<file path="src/rtl/drive_ctrl.sv">
// drive_ctrl: line-following car controller.
// Filters three line sensors, tracks obstacle distance with hysteresis and a
// sensor-silence watchdog, steers via a six-state FSM, and converts the last
// accepted distance to four BCD digits for a display.
module drive_ctrl #(
    parameter int STOP_CM  = 20,
    parameter int GO_CM    = 30,
    parameter int DEB_CYC  = 16,
    parameter int LOST_CYC = 50_000_000,
    parameter int SONIC_TO = 10_000_000
) (
    input  logic        clk,
    input  logic        rst,
    input  logic [19:0] distance,
    input  logic        dist_valid,
    input  logic        left_track,
    input  logic        mid_track,
    input  logic        right_track,
    output logic [1:0]  mode,
    output logic [2:0]  state_dbg,
    output logic [15:0] nums
);

    localparam int DB_W   = $clog2(DEB_CYC + 1);
    localparam int LOST_W = $clog2(LOST_CYC + 1);
    localparam int WD_W   = $clog2(SONIC_TO + 1);

    localparam logic [DB_W-1:0]   DB_ZERO   = DB_W'(1'b0);
    localparam logic [DB_W-1:0]   DB_ONE    = DB_W'(1'b1);
    localparam logic [DB_W-1:0]   DEB_LAST  = DB_W'(DEB_CYC - 1);
    localparam logic [LOST_W-1:0] LOST_ZERO = LOST_W'(1'b0);
    localparam logic [LOST_W-1:0] LOST_ONE  = LOST_W'(1'b1);
    localparam logic [LOST_W-1:0] LOST_LAST = LOST_W'(LOST_CYC - 1);
    localparam logic [WD_W-1:0]   WD_ZERO   = WD_W'(1'b0);
    localparam logic [WD_W-1:0]   WD_ONE    = WD_W'(1'b1);
    localparam logic [WD_W-1:0]   WD_LIMIT  = WD_W'(SONIC_TO);

    localparam logic [19:0] STOP_D   = 20'(STOP_CM);
    localparam logic [19:0] GO_D     = 20'(GO_CM);
    localparam logic [19:0] DISP_MAX = 20'd9999;
    localparam logic [13:0] DISP_CAP = 14'd9999;

    localparam logic [1:0] MODE_STOP  = 2'b00;
    localparam logic [1:0] MODE_LEFT  = 2'b01;
    localparam logic [1:0] MODE_RIGHT = 2'b10;
    localparam logic [1:0] MODE_FWD   = 2'b11;

    typedef enum logic [2:0] {
        ST_FWD     = 3'd0,
        ST_LEFT    = 3'd1,
        ST_RIGHT   = 3'd2,
        ST_SEARCH  = 3'd3,
        ST_HALT    = 3'd4,
        ST_BLOCKED = 3'd5
    } state_t;

    // One double-dabble correction: every BCD digit of 5 or more gets +3
    function automatic logic [15:0] bcd_adjust(input logic [15:0] bcd);
        logic [15:0] res;
        res = bcd;
        for (int d = 0; d < 4; d++) begin
            if (res[4*d +: 4] >= 4'd5) begin
                res[4*d +: 4] = res[4*d +: 4] + 4'd3;
            end else begin
                res[4*d +: 4] = res[4*d +: 4];
            end
        end
        return res;
    endfunction

    // ------------------------------------------------------------------
    // Line sensor conditioning
    // ------------------------------------------------------------------
    logic [2:0]      track_s;
    logic [2:0]      sync1_r;
    logic [2:0]      sync2_r;
    logic [2:0]      filt_r;
    logic [DB_W-1:0] deb_cnt_r [3];

    assign track_s = {left_track, mid_track, right_track};

    // Two-flop synchronizer for the asynchronous line sensors
    always_ff @(posedge clk or posedge rst) begin
        if (rst) begin
            sync1_r <= 3'b000;
            sync2_r <= 3'b000;
        end else begin
            sync1_r <= track_s;
            sync2_r <= sync1_r;
        end
    end

    // Debounce: a filtered bit flips only after DEB_CYC consecutive differing samples
    always_ff @(posedge clk or posedge rst) begin
        if (rst) begin
            filt_r <= 3'b000;
            for (int i = 0; i < 3; i++) begin
                deb_cnt_r[i] <= DB_ZERO;
            end
        end else begin
            for (int i = 0; i < 3; i++) begin
                if (sync2_r[i] == filt_r[i]) begin
                    deb_cnt_r[i] <= DB_ZERO;
                end else if (deb_cnt_r[i] == DEB_LAST) begin
                    filt_r[i]    <= sync2_r[i];
                    deb_cnt_r[i] <= DB_ZERO;
                end else begin
                    deb_cnt_r[i] <= deb_cnt_r[i] + DB_ONE;
                end
            end
        end
    end

    state_t dec_state_s;
    logic   dec_lost_s;

    // Map the filtered {L,M,R} pattern onto a steering target
    always_comb begin
        dec_state_s = ST_SEARCH;
        dec_lost_s  = 1'b1;
        case (filt_r)
            3'b010, 3'b111, 3'b101: begin
                dec_state_s = ST_FWD;
                dec_lost_s  = 1'b0;
            end
            3'b100, 3'b110: begin
                dec_state_s = ST_LEFT;
                dec_lost_s  = 1'b0;
            end
            3'b001, 3'b011: begin
                dec_state_s = ST_RIGHT;
                dec_lost_s  = 1'b0;
            end
            default: begin
                dec_state_s = ST_SEARCH;
                dec_lost_s  = 1'b1;
            end
        endcase
    end

    // ------------------------------------------------------------------
    // Obstacle flag and ultrasonic watchdog
    // ------------------------------------------------------------------
    logic            blocked_r;
    logic [WD_W-1:0] wd_cnt_r;

    // Obstacle flag with hysteresis, forced on when the sensor goes silent
    always_ff @(posedge clk or posedge rst) begin
        if (rst) begin
            blocked_r <= 1'b1;
            wd_cnt_r  <= WD_ZERO;
        end else if (dist_valid) begin
            wd_cnt_r <= WD_ZERO;
            if (distance < STOP_D) begin
                blocked_r <= 1'b1;
            end else if (distance >= GO_D) begin
                blocked_r <= 1'b0;
            end else begin
                blocked_r <= blocked_r;
            end
        end else if (wd_cnt_r == WD_LIMIT) begin
            blocked_r <= 1'b1;
        end else begin
            wd_cnt_r <= wd_cnt_r + WD_ONE;
        end
    end

    // ------------------------------------------------------------------
    // Steering FSM
    // ------------------------------------------------------------------
    state_t              state_r;
    state_t              next_state_s;
    logic [LOST_W-1:0]   lost_cnt_r;
    logic                last_dir_r;   // 0 = left, 1 = right
    logic [1:0]          mode_next_s;
    logic [1:0]          mode_r;

    // State register
    always_ff @(posedge clk or posedge rst) begin
        if (rst) begin
            state_r <= ST_BLOCKED;
        end else begin
            state_r <= next_state_s;
        end
    end

    // Next state: obstacle first, then a valid line, then lost-line handling
    always_comb begin
        next_state_s = state_r;
        if (blocked_r) begin
            next_state_s = ST_BLOCKED;
        end else if (!dec_lost_s) begin
            next_state_s = dec_state_s;
        end else begin
            case (state_r)
                ST_SEARCH: begin
                    if (lost_cnt_r == LOST_LAST) begin
                        next_state_s = ST_HALT;
                    end else begin
                        next_state_s = ST_SEARCH;
                    end
                end
                ST_HALT: next_state_s = ST_HALT;
                default: next_state_s = ST_SEARCH;
            endcase
        end
    end

    // Lost-line timer: runs in SEARCH, restarts when a tracking state loses the line, frozen elsewhere
    always_ff @(posedge clk or posedge rst) begin
        if (rst) begin
            lost_cnt_r <= LOST_ZERO;
        end else begin
            case (state_r)
                ST_SEARCH: begin
                    if (lost_cnt_r == LOST_LAST) begin
                        lost_cnt_r <= lost_cnt_r;
                    end else begin
                        lost_cnt_r <= lost_cnt_r + LOST_ONE;
                    end
                end
                ST_FWD, ST_LEFT, ST_RIGHT: begin
                    if (next_state_s == ST_SEARCH) begin
                        lost_cnt_r <= LOST_ZERO;
                    end else begin
                        lost_cnt_r <= lost_cnt_r;
                    end
                end
                default: lost_cnt_r <= lost_cnt_r;
            endcase
        end
    end

    // Remember the last turn direction so SEARCH sweeps the same way
    always_ff @(posedge clk or posedge rst) begin
        if (rst) begin
            last_dir_r <= 1'b0;
        end else if (next_state_s == ST_LEFT) begin
            last_dir_r <= 1'b0;
        end else if (next_state_s == ST_RIGHT) begin
            last_dir_r <= 1'b1;
        end else begin
            last_dir_r <= last_dir_r;
        end
    end

    // Motor command for the state being entered
    always_comb begin
        mode_next_s = MODE_STOP;
        case (next_state_s)
            ST_FWD:   mode_next_s = MODE_FWD;
            ST_LEFT:  mode_next_s = MODE_LEFT;
            ST_RIGHT: mode_next_s = MODE_RIGHT;
            ST_SEARCH: begin
                if (last_dir_r) begin
                    mode_next_s = MODE_RIGHT;
                end else begin
                    mode_next_s = MODE_LEFT;
                end
            end
            default:  mode_next_s = MODE_STOP;
        endcase
    end

    // Motor command register, updated on the same edge as the state
    always_ff @(posedge clk or posedge rst) begin
        if (rst) begin
            mode_r <= MODE_STOP;
        end else begin
            mode_r <= mode_next_s;
        end
    end

    // ------------------------------------------------------------------
    // Distance display: sequential double-dabble
    // ------------------------------------------------------------------
    logic        conv_busy_r;
    logic [3:0]  conv_step_r;
    logic [13:0] conv_bin_r;
    logic [15:0] conv_bcd_r;
    logic [15:0] nums_r;
    logic [13:0] disp_val_s;
    logic [15:0] bcd_adj_s;

    assign disp_val_s = (distance >= DISP_MAX) ? DISP_CAP : distance[13:0];
    assign bcd_adj_s  = bcd_adjust(conv_bcd_r);

    // Latch a new distance when idle, shift once per cycle, publish all digits at once
    always_ff @(posedge clk or posedge rst) begin
        if (rst) begin
            conv_busy_r <= 1'b0;
            conv_step_r <= 4'd0;
            conv_bin_r  <= 14'd0;
            conv_bcd_r  <= 16'h0000;
            nums_r      <= 16'h0000;
        end else if (conv_busy_r) begin
            if (conv_step_r == 4'd14) begin
                nums_r      <= conv_bcd_r;
                conv_busy_r <= 1'b0;
                conv_step_r <= 4'd0;
            end else begin
                conv_bcd_r  <= {bcd_adj_s[14:0], conv_bin_r[13]};
                conv_bin_r  <= {conv_bin_r[12:0], 1'b0};
                conv_step_r <= conv_step_r + 4'd1;
            end
        end else if (dist_valid) begin
            conv_bin_r  <= disp_val_s;
            conv_bcd_r  <= 16'h0000;
            conv_step_r <= 4'd0;
            conv_busy_r <= 1'b1;
        end else begin
            conv_busy_r <= 1'b0;
        end
    end

    assign mode      = mode_r;
    assign state_dbg = state_r;
    assign nums      = nums_r;

endmodule

</file>
<file path="config.mk">
export PLATFORM = sky130hd
export DESIGN_NAME = drive_ctrl
export DESIGN_NICKNAME = d
export VERILOG_FILES = /design/src/rtl/drive_ctrl.sv
export SDC_FILE = /design/constraint.sdc
export NUM_CORES = 1
export LEC_CHECK = 0
export BUFFER_PORTS_ARGS = -buffer_cell sky130_fd_sc_hd__buf_4
export CAP_MARGIN = 20
export CORE_UTILIZATION = 54
export DETAILED_ROUTE_END_ITERATION = 10
export PLACE_DENSITY = 0.82
export SETUP_SLACK_MARGIN = 0.3
export SYNTH_ARGS = -nofsm -noshare
export SYNTH_HDL_FRONTEND = slang
export SYNTH_SLANG_ARGS = --single-unit
</file>
<file path="constraint.sdc">
create_clock -name clk -period 4.35 [get_ports clk]
set_input_delay 0.6525 -clock clk [delete_from_list [all_inputs] [get_ports clk]]
set_output_delay 0.6525 -clock clk [all_outputs]
set_load 0.02 [all_outputs]
</file>
Word-level counts from Yosys, hierarchy flattened
Cells that the tools add are included.
- register bits: 132
- bits of input ports: 26
- output and inout port bits: 21
- word-level logic and storage cells: 126
- add/sub/neg operators: 10
- $lt $le $gt $ge: 7
- equal/unequal tests: 28
- multiplexer cells: 41
- bitwise gates (word level): 3
- reduce and logical (&&, ||, !) cells: 18
- operator list (kind ; count):
    2-to-1 mux 14 bit ; 4
    2-to-1 mux 26 bit ; 2
    case mux 26 bit (2 select lines) ; 1
    2-to-1 mux 16 bit ; 3
    2-to-1 mux 24 bit ; 2
    2-to-1 mux 5 bit ; 6
    adder 26 x 1 -> 26 bit (second input constant) ; 1
    == test 26 bit (second input constant) ; 1
    adder 24 x 1 -> 24 bit (second input constant) ; 1
    == test 24 bit (second input constant) ; 1
    2-to-1 mux 4 bit ; 6
    greater-or-equal comparator 20 x 14 -> 1 bit (second input constant) ; 1
    greater-or-equal comparator 20 x 5 -> 1 bit (second input constant) ; 1
    less-than comparator 20 x 5 -> 1 bit (second input constant) ; 1
    == test 3 x 2 -> 1 bit (second input constant) ; 6
    greater-or-equal comparator 4 x 3 -> 1 bit (second input constant) ; 4
    adder 5 x 1 -> 5 bit (second input constant) ; 3
    == test 3 bit (second input constant) ; 5
    == test 5 x 4 -> 1 bit (second input constant) ; 3
    adder 4 x 2 -> 4 bit (second input constant) ; 3
    2-to-1 mux 3 bit ; 4
    AND reduction 2 bit ; 6
    == test 3 x 1 -> 1 bit (second input constant) ; 3
    2-to-1 mux 1 bit ; 9
    other kinds (17) ; 30

Longest topological paths before layout
Gate-level depths: netlist (run 1).
- depth in word-level cells: 8
- mapped depth: 8
- gate-level depth less buffers: 7

Least setup slack after synthesis (run 1)
OpenSTA, ideal clock, no wires.
- kind: register -> register
- start: register lost_cnt_r[0]
- end: register lost_cnt_r[11]
- library setup time: 124 ps
- data arrival time: 1941 ps
- required time: 4226 ps
- slack: 2285 ps
- stages on the path, launching flop included: 8
- buffers on the path: 1
- period minus slack after synthesis: 2065 ps
- cells stage by stage: dfrtp_1 > ha_1 > nand4_2 > or4_4 > o21ai_4 > buf_6 > nor3_1 > a211o_1
- word-level cells in the longest chain between the ends: 8
- elaborated cells on any way between the ends: 12
- classes of those cells: 1 x add/sub; 4 x eq/ne; 6 x mux; 1 x reduce/logical
- RTL lines (element ; RTL line ; source):
    start, declared ; 173 ; logic [LOST_W-1:0] lost_cnt_r;
    start signal, assigned ; 217 ; lost_cnt_r <= lost_cnt_r;
    start signal, assigned ; 219 ; lost_cnt_r <= lost_cnt_r + LOST_ONE;
    start signal, assigned ; 226 ; lost_cnt_r <= lost_cnt_r;
    == test 26 bit ; 197, 216 ;
    2-to-1 mux 3 bit ; 197 ; if (lost_cnt_r == LOST_LAST) begin
    case mux 3 bit (2 select lines) ; 195 ; case (state_r)
    2-to-1 mux 3 bit ; 192 ; end else if (!dec_lost_s) begin
    2-to-1 mux 3 bit ; 190 ; if (blocked_r) begin
    == test 3 x 2 -> 1 bit ; 223 ; if (next_state_s == ST_SEARCH) begin
    != test 2 bit (no line) ; n/a ;
    AND reduction 3 bit (no line) ; n/a ;
Parallel ways exist; a longest one is shown, timed or not. The select of a mux whose other input is x is not followed.
A chain may end at the register's enable or synchronous reset.

Worst setup path in the final report (run 1)
- start: register lost_cnt_r[0]
- end: register lost_cnt_r[15]
The elaborated chain is that of the path after synthesis.

==> results of run 1 <==
flip-flops by register name (all words and copies together) (netlist names):
register     cells
deb_cnt_r       15
blocked_r        1
lost_cnt_r      26
sync2_r          3
state_dbg        3
conv_bin_r      14
mode             2
conv_step_r      4
filt_r           3
sync1_r          3
wd_cnt_r        24
conv_busy_r      1
nums            16
conv_bcd_r      16
last_dir_r       1
worst min-delay path by stage:
stage                       to  depth (start not counted)         from
floorplan           sync2_r[0]                          0   sync1_r[0]
global placement    sync2_r[1]                          0   sync1_r[1]
finish              sync1_r[0]                          1  right_track
detailed placement  sync2_r[2]                          0   sync1_r[2]
global route        sync1_r[0]                          1  right_track
CTS                 sync1_r[2]                          1   left_track
synthesized netlist by cell type, drive strengths merged, types with 9 or more instances:
cell | n | area [um^2]
a21o | 10 | 75.1
a21oi | 25 | 125
a31oi | 9 | 56.3
and2 | 10 | 62.6
clkbuf | 25 | 93.8
dfrtp | 129 | 3230
ha | 16 | 200
inv | 27 | 101
mux2 | 9 | 101
nand2 | 64 | 243
nand3 | 30 | 150
nand4 | 15 | 100
nor2 | 51 | 191
nor3 | 18 | 90.1
nor4 | 14 | 93.8
o21ai | 52 | 272
o31ai | 10 | 75.1
xnor2 | 16 | 140
xor2 | 19 | 166
kinds of logic after synthesis:
logic type      synth area share (%)
compound gates                  15.3
xor+xnor                        4.78
fa+ha+maj                       3.12
buf+inv                         3.36
flops                           51.6
mux                             2.36
simple gates                    19.5
layout make-up:
type / count / area [um^2]
timing repair buffer: 49 / 380
fill: 891 / 4020
clock inverter: 12 / 176
inverter: 27 / 105
tap: 143 / 179
sequential: 132 / 3310
multi-input combinational: 461 / 2890
clock buffer: 20 / 457
layer usage:
| layer | routed length [um] | GRT usage, % | vias up |
|---|---|---|---|
| li1 | - | - | 2414 |
| met1 | 5770 | 28.8 | 2552 |
| met2 | 6830 | 38.9 | 126 |
| met3 | 581 | 5.96 | 28 |
| met4 | 269 | 10.8 | 0 |
| met5 | 0 | 0 | - |
power by group through the flow:
stage	clock network [mW]	logic [mW]	registers, mW
global route	1.59	1.10	1.71
detailed placement	0	0.978	1.69
CTS	1.54	0.986	1.67
finish	1.51	0.978	1.68
global placement	0	0.917	1.67
floorplan	0	0.632	1.71
metrics by stage:
step	util, %	std cells	hold slack, ns	setup WS (ns)
3_5_place_dp	59.6	812	0.335	1.81
5_1_grt	65.1	844	0.316	1.56
6_report	65.1	844	0.340	1.75
2_1_floorplan	-	648	0.331	2.06
4_1_cts	65.1	844	0.323	1.76
3_3_place_gp	59.6	812	0.334	1.97
==> impl_metrics.py, run 1 <==
metrics = {
    "sta": {
        "hold_viol_final": 0,
        "fin_crit_ns": 2.60,
        "slew_headroom_pct": 31.8,
        "slew_violations": 0,
        "fin_skew_ns": 0.0100,
        "timing.setup.tns_ns": 0,
        "fmax_ghz": 0.385,
        "rsz0062_at_grt": "false",
        "tightest_slew_ns": 1.01,
        "setup_viol": 0,
        "period_share_pct": 59.7,
    },
    "setup_path": {
        "path_cells": "ha_1, nand4_2, or4_4, o21ai_4, nand2_2, a31oi_1",
        "worst-path-stages": 6,
        "arrival_ns": 2.92,
        "rrSetupSlack_ns": 1.75,
        "cp_slowest_cell": "or4_4",
        "critical_path_buf_inv_count": 0,
        "crit_fanout": 25,
        "worstReg2RegStart": "lost_cnt_r[0]",
        "crit_type": "flip-flop to flip-flop",
        "r2r_cells": 6,
        "r2r_end": "lost_cnt_r[15]",
        "endpoint": "lost_cnt_r[15]",
        "cp-end-kind": "flip-flop",
        "crit_start": "lost_cnt_r[0]",
        "cp_top_family": "simple AND/OR/NAND/NOR gates",
        "required_ns": 4.67,
        "start_kind": "flip-flop",
        "slowest_delay_ns": 0.61,
    },
    "die": {
        "rows": 39,
        "core_um2": 11500,
        "die_x_um": 111,
        "io_pins": 47,
        "die_h_um": 111,
        "die_area_um2": 12300,
        "start_util_pct": 55.7,
    },
    "grt": {
        "grt_max_degree": 133,
        "grt_pass1_vias": 4957,
        "grt_pass1_wl_um": 23100,
        "gr-total-overflow": 0,
        "grtUsageTotal_pct": 23.4,
        "antenna_found_initial": 0,
    },
    "placed_design": {
        "dp_hpwl_um": 8860,
        "port_buffers": 46,
        "place_congestion": 0.871,
        "placed_area_um2": 6860,
    },
    "power_and_ir_drop": {
        "p_leak_nw": 3.38,
        "irDropWorstVdd_uv": 466,
        "pwr-share-clk_pct": 36.3,
        "power.switching_mw": 1.28,
        "pwr_density_cell_nw_per_um2": 556,
        "p_comb_share_pct": 23.5,
        "p_int_mw": 2.89,
        "seq_power_share_pct": 40.2,
        "switching_share_pct": 30.7,
        "power_mw": 4.17,
    },
    "route": {
        "dr.pass1.iters": 8,
        "routed_wl_um": 13500,
        "ant_nets": 0,
        "via_count": 5120,
        "remaining_drc_errors": 2,
        "wl_per_cell_um": 15.9,
        "drt_iter0_drc": 432,
        "routed_via_density": 6.07,
    },
    "layout": {
        "synthToLayoutAreaGrowth_pct": 16.9,
        "final_common_cell": "dfrtp_1",
        "final_cell_mix": "129 x dfrtp_1, 63 x nand2_1, 51 x nor2_1",
        "fin_area_um2": 7490,
        "drive_gt1_share_pct": 15.1,
        "nNetsFinal": 730,
        "antenna_cells": 0,
    },
    "synth": {
        "synthCells": 648,
        "ys_warn_count": 0,
        "synthArstFlopShare_pct": 100,
        "synth_fp_nets": 690,
        "synth_edf_count": 0,
        "synth-seq-cells": 132,
        "ys_seq_area_share_pct": 51.6,
        "syn_area_um2": 6410,
        "ys.flop_type": "dfrtp_1",
        "syn_area_per_cell_um2": 9.89,
        "yosysUniqueCellTypes": 62,
    },
    "run_status": {
        "violations": "DRC",
        "outcome": "finished, violations left",
    },
    "min_path": {
        "hp-class": "primary input to flip-flop",
    },
    "clocking": {
        "cts.clk_slew.worst_paths_ns": 0.06,
        "cts_tree": "yes",
        "cts_setup_buffers": 0,
        "ctsHoldBuffers": 0,
        "cts_buffers": 17,
        "ctsResizeCount": 0,
        "htree_num_levels": 4,
        "cts-root-buf": "clkbuf_16",
        "cts_buffer_depth": 2,
        "cts_sinks": 132,
        "clk_latency_ns": 0.42,
    },
    "job": {
        "drv_cap": 0,
    },
}
Note: power is estimated with default switching activity, not from simulation.
==> run 2, diff against run 1 <==
--- a/config.mk
+++ b/config.mk
@@ -7,9 +7,9 @@
 export LEC_CHECK = 0
 export BUFFER_PORTS_ARGS = -buffer_cell sky130_fd_sc_hd__buf_4
 export CAP_MARGIN = 20
-export CORE_UTILIZATION = 54
+export CORE_UTILIZATION = 60
 export DETAILED_ROUTE_END_ITERATION = 10
-export PLACE_DENSITY = 0.82
+export PLACE_DENSITY = 0.85
 export SETUP_SLACK_MARGIN = 0.3
 export SYNTH_ARGS = -nofsm -noshare
 export SYNTH_HDL_FRONTEND = slang
==> constraint.sdc (replaced) <==
create_clock -name clk -period 2.7 [get_ports clk]
set_input_delay 0.405 -clock clk [delete_from_list [all_inputs] [get_ports clk]]
set_output_delay 0.405 -clock clk [all_outputs]
set_load 0.02 [all_outputs]
==> run 2 against run 1 <==
The flow now finishes without violations. Via count increased by 1.0%. Sequential power up 61%. Utilization up 7.5 points. Clock power grew 42%. First-iteration DRC count is 23% lower. Largest power group unchanged. Critical endpoint is now lost_cnt_r[17]. Routed wire length increased by 2.6%. Sequential cell count did not move. Critical path depth is 1 higher. Hold slack got worse by 0.24 ns.
==> impl_metrics.py, run 2 (synthesis gave the netlist of run 1 again) <==
metrics = {
    "run_status": {
        "outcome": "finished, final reports clean",
    },
    "clocking": {
        "cts_buffer_depth": 2,
        "cts-root-buf": "clkbuf_8",
        "cts_buffers": 17,
        "cts.clk_slew.worst_paths_ns": 0.06,
        "cts_sinks": 132,
        "cts_setup_buffers": 0,
        "cts_tree": "yes",
        "clk_latency_ns": 0.53,
        "htree_num_levels": 4,
    },
    "placed_design": {
        "dp_hpwl_um": 8970,
        "place_congestion": 0.843,
        "placedCellCount": 809,
        "port_buffers": 46,
    },
    "power_and_ir_drop": {
        "pwr_density_cell_nw_per_um2": 863,
        "p_comb_share_pct": 24.9,
        "power_mw": 6.47,
        "p_int_mw": 4.32,
        "switching_share_pct": 33.3,
        "power.switching_mw": 2.15,
        "p_leak_nw": 3.38,
        "irDropWorstVdd_uv": 864,
        "seq_power_share_pct": 41.8,
        "pwr-share-clk_pct": 33.3,
    },
    "route": {
        "top_layer_used": "met4",
        "dr.pass1.iters": 5,
        "drt_iter0_drc": 332,
        "via_count": 5172,
        "remaining_drc_errors": 0,
        "ant_nets": 0,
        "wl_met1_um": 5900,
        "met2WireLength_um": 6900,
        "routed_via_density": 6.12,
        "routed_wl_um": 13800,
        "wl_per_cell_um": 16.3,
        "wl_met3_um": 769,
    },
    "setup_path": {
        "slowest_delay_ns": 0.60,
        "cp-end-kind": "flip-flop",
        "critical_path_buf_inv_count": 1,
        "cp_slowest_cell": "or4_4",
        "crit_fanout": 25,
        "arrival_ns": 2.75,
        "required_ns": 3.15,
        "crit_type": "flip-flop to flip-flop",
        "start_kind": "flip-flop",
        "cp_top_family": "simple AND/OR/NAND/NOR gates",
        "path_cells": "ha_1, nand4_2, or4_4, o21ai_4, buf_8, nand2_2, a31oi_1",
    },
    "job": {
        "drv_cap": 0,
    },
    "sta": {
        "fin_crit_ns": 2.31,
        "fmax_ghz": 0.434,
        "tightest_slew_ns": 0.730,
        "setup_viol": 0,
        "slew_violations": 0,
        "timing.setup.tns_ns": 0,
        "fin_skew_ns": 0.00625,
        "slew_headroom_pct": 51.3,
        "hold_viol_final": 0,
        "rsz0062_at_grt": "true",
        "period_share_pct": 85.4,
    },
    "grt": {
        "gr-total-overflow": 0,
        "grt_pass1_wl_um": 23500,
        "grtUsageTotal_pct": 27.0,
        "grt_max_degree": 77,
        "grt_pass1_vias": 4883,
        "antenna_found_initial": 0,
    },
    "die": {
        "die_h_um": 105,
        "rows": 37,
        "io_pins": 47,
        "die_area_um2": 11100,
        "start_util_pct": 62.1,
        "core_um2": 10300,
        "die_x_um": 105,
    },
    "layout": {
        "largest_reg_flops": 26,
        "fin_cells": 845,
        "fillers": 707,
        "final_cell_mix": "129 x dfrtp_1, 63 x nand2_1, 51 x nor2_1, 51 x buf_4, 48 x o21ai_0",
        "drive_gt1_share_pct": 15.8,
        "nNetsFinal": 738,
        "final_common_cell": "dfrtp_1",
        "synthToLayoutAreaGrowth_pct": 16.9,
        "antenna_cells": 0,
        "top_regs": "lost_cnt_r x26, wd_cnt_r x24",
        "largest-register": "lost_cnt_r",
    },
    "min_path": {
        "hp-class": "primary input to flip-flop",
    },
}
[run 2: cell count changes in the layout (fill, tap and decap cells not counted), moves of 3 or more]
cell,before,now
buf_4,48,51
clkinv_4,1,4
bufinv_16,4,1
dlygate4sd3_1,0,4
[run 2: stage by stage]
stage | hold slack [ns] | area, um^2 | util [%] | setup WS, ns
floorplan | 0.331 | 6410 | - | 0.635
global placement | 0.332 | 6880 | 66.6 | 0.484
detailed placement | 0.336 | 6880 | 66.6 | 0.363
CTS | 0.0834 | 7480 | 72.4 | 0.321
global route | 0.0876 | 7490 | 72.6 | 0.246
finish | 0.100 | 7490 | 72.6 | 0.394
[run 2: area by class of cell]
| type | count | area (um^2) | area share (%) |
|---|---|---|---|
| Tap cell | 136 | 170 | 2.27 |
| Clock inverter | 14 | 129 | 1.72 |
| Multi-Input combinational cell | 461 | 2890 | 38.6 |
| Inverter | 27 | 105 | 1.40 |
| Sequential cell | 132 | 3310 | 44.1 |
| Clock buffer | 18 | 428 | 5.71 |
| Timing Repair Buffer | 57 | 458 | 6.11 |
[run 2: what timing repair did]
action / 4_1_cts / 5_1_grt
endpoints found under the hold margin: 9 / 0
hold buffers: 4 / 0
setup endpoints to repair: 0 / 16
resized for setup: 0 / 3
[run 2: routing by layer]
| metal | global-route usage (%) | vias to the layer above |
|---|---|---|
| li1 | - | 2441 |
| met1 | 35.5 | 2521 |
| met2 | 44.1 | 183 |
| met3 | 6.31 | 27 |
| met4 | 9.56 | 0 |
| met5 | 0 | - |
[run 2: power groups by stage]
stage,combinational (mW),clock (mW),sequential (mW)
after floorplan,1.02,0,2.76
after global placement,1.47,0,2.69
after detailed placement,1.58,0,2.73
after CTS,1.61,2.17,2.70
after global routing,1.78,2.26,2.76
final,1.61,2.15,2.71
[run 2: worst paths after layout]
kind                               start  slack, ns  depth (start not counted)              to
setup reg to reg           lost_cnt_r[0]       0.39                          7  lost_cnt_r[17]
setup / recovery           lost_cnt_r[0]       0.39                          7  lost_cnt_r[17]
hold / removal               distance[6]       0.10                          2   conv_bin_r[6]
max in group asynchronous            rst       1.49                          4    deb_cnt_r[9]
hold reg to reg               sync1_r[2]       0.36                          0      sync2_r[2]
min in group asynchronous            rst       0.35                          3    deb_cnt_r[2]
==> run 3, diff against run 2 <==
--- a/config.mk
+++ b/config.mk
@@ -7,9 +7,9 @@
 export LEC_CHECK = 0
 export BUFFER_PORTS_ARGS = -buffer_cell sky130_fd_sc_hd__buf_4
 export CAP_MARGIN = 20
-export CORE_UTILIZATION = 60
+export CORE_UTILIZATION = 40
 export DETAILED_ROUTE_END_ITERATION = 10
-export PLACE_DENSITY = 0.85
+export PLACE_DENSITY = 0.63
 export SETUP_SLACK_MARGIN = 0.3
 export SYNTH_ARGS = -nofsm -noshare
 export SYNTH_HDL_FRONTEND = slang
==> run 3 against run 2 <==
Register-to-register slack improved by 0.04 ns. Combinational power decreased by 4%. Clock skew increased by 0.00074 ns. Via count decreased by 3.6%. Die area increased by 49%. Total power increased by 3.8%. Critical path type unchanged. Critical endpoint is now lost_cnt_r[1]. Highest routed layer unchanged.
==> impl_metrics.py, run 3 (synthesis gave the netlist of run 1 again) <==
metrics = {
    "run_status": {
        "outcome": "finished, final reports clean",
    },
    "die": {
        "die_h_um": 129,
        "core_um2": 15400,
        "rows": 45,
        "die_area_um2": 16500,
        "die_x_um": 129,
        "io_pins": 47,
        "start_util_pct": 41.5,
    },
    "setup_path": {
        "cp-end-kind": "flip-flop",
        "rrSetupSlack_ns": 0.43,
        "critical_path_buf_inv_count": 1,
        "r2r_cells": 7,
        "crit_fanout": 11,
        "crit_type": "flip-flop to flip-flop",
        "start_kind": "flip-flop",
        "required_ns": 3.00,
        "arrival_ns": 2.56,
        "cp_slowest_cell": "or4_4",
        "cp_top_family": "simple AND/OR/NAND/NOR gates",
        "r2r_end": "lost_cnt_r[1]",
        "worstReg2RegStart": "lost_cnt_r[0]",
        "slowest_delay_ns": 0.60,
        "path_cells": "ha_1, nand4_2, or4_4, o21ai_4, buf_4, and2_1, o21ai_0",
    },
    "layout": {
        "final_cell_mix": "129 x dfrtp_1, 63 x nand2_1, 56 x buf_4",
        "largest-register": "lost_cnt_r",
        "antenna_cells": 0,
        "synthToLayoutAreaGrowth_pct": 19.7,
        "top_regs": "lost_cnt_r x26, wd_cnt_r x24",
        "nNetsFinal": 740,
        "fillers": 1415,
        "drive_gt1_share_pct": 16.3,
        "final_common_cell": "dfrtp_1",
        "largest_reg_flops": 26,
    },
    "grt": {
        "grt_pass1_vias": 4945,
        "grtUsageTotal_pct": 17.7,
        "gr-total-overflow": 0,
        "grt_pass1_wl_um": 23000,
        "grt_max_degree": 66,
        "antenna_found_initial": 0,
    },
    "route": {
        "routed_wl_um": 13400,
        "ant_nets": 0,
        "top_layer_used": "met4",
        "remaining_drc_errors": 0,
        "wl_per_cell_um": 14.5,
        "routed_via_density": 5.41,
        "drt_iter0_drc": 302,
        "dr.pass1.iters": 5,
        "via_count": 4984,
        "met2WireLength_um": 6490,
        "wl_met1_um": 6200,
        "wl_met3_um": 455,
    },
    "clocking": {
        "cts_tree": "yes",
        "cts-root-buf": "clkbuf_16",
        "cts_sinks": 132,
        "clk_latency_ns": 0.42,
        "htree_num_levels": 4,
        "cts.clk_slew.worst_paths_ns": 0.06,
        "cts_buffers": 17,
        "cts_buffer_depth": 2,
    },
    "sta": {
        "rsz0062_at_grt": "false",
        "hold_viol_final": 0,
        "tightest_slew_ns": 0.692,
        "setup_viol": 0,
        "slew_headroom_pct": 53.9,
        "period_share_pct": 84.0,
        "fmax_ghz": 0.441,
        "fin_skew_ns": 0.00698,
        "timing.setup.tns_ns": 0,
        "setup_slack_ns": 0.432,
        "slew_violations": 0,
        "hold_ws_ns": 0.0857,
        "fin_crit_ns": 2.27,
    },
    "min_path": {
        "hp-class": "primary input to flip-flop",
        "whs_path_depth": 1,
        "hold_end": "sync1_r[1]",
        "min_from": "mid_track",
    },
    "power_and_ir_drop": {
        "p_leak_nw": 3.44,
        "pwr_density_cell_nw_per_um2": 875,
        "irDropWorstVdd_uv": 554,
    },
    "job": {
        "drv_cap": 0,
    },
    "placed_design": {
        "port_buffers": 46,
        "place_congestion": 0.815,
        "place_ws_ns": 0.259,
        "dp_hpwl_um": 8990,
    },
}
## run 3: layout make-up
cell class                 count  area (um^2)  share of cell area, %
tap                          211          264                   3.44
timing repair buffer          59          470                   6.13
clock inverter                12          178                   2.32
sequential                   132         3310                   43.1
multi-input combinational    461         2890                   37.7
clock buffer                  19          453                   5.90
inverter                      27          105                   1.37
## run 3: routing by layer
| layer | vias up | GRT usage [%] |
|---|---|---|
| li1 | 2431 | - |
| met1 | 2449 | 21.9 |
| met2 | 88 | 29.4 |
| met3 | 16 | 4.49 |
| met4 | 0 | 7.20 |
| met5 | - | 0 |
## run 3: report_power, final
part / switching [mW] / total, mW / internal (mW) / leakage [nW]
clock: 0.873 / 2.46 / 1.59 / 0.309
sequential: 0.328 / 2.70 / 2.37 / 1.73
combinational: 0.862 / 1.55 / 0.691 / 1.40
total: 2.06 / 6.71 / 4.65 / 3.44
## run 3: timing repair
action                     CTS  global route
hold buffers                 1             0
setup endpoints to repair    9             1
buffers inserted             4             0
hold endpoints to repair    13             0
gates cloned                 0             0
pin swaps                    1             0
gates resized for setup      0             1
## run 3: stage by stage
step	total power, mW	instance area, um^2	std cells	utilization (%)
finish	6.71	7670	921	49.7
global route	7.12	7670	921	49.7
CTS	6.78	7660	921	49.7
detailed placement	4.29	6990	885	45.3
global placement	4.20	6990	885	45.3
floorplan	3.78	6410	648	-
## run 3: worst reg2reg max path, stage by stage, from the launching register on
cell	delay, ns
dfrtp_1	0.41
ha_1	0.23
nand4_2	0.21
or4_4	0.60
o21ai_4	0.17
buf_4	0.20
and2_1	0.22
o21ai_0	0.12
## run 3: worst max path at each step
stage | startpoint | endpoint | depth (start not counted)
2_1_floorplan | lost_cnt_r[0] | lost_cnt_r[11] | 7
3_3_place_gp | lost_cnt_r[0] | lost_cnt_r[25] | 7
3_5_place_dp | lost_cnt_r[0] | lost_cnt_r[13] | 6
4_1_cts | lost_cnt_r[0] | lost_cnt_r[22] | 6
5_1_grt | lost_cnt_r[0] | lost_cnt_r[1] | 7
6_report | lost_cnt_r[0] | lost_cnt_r[1] | 7
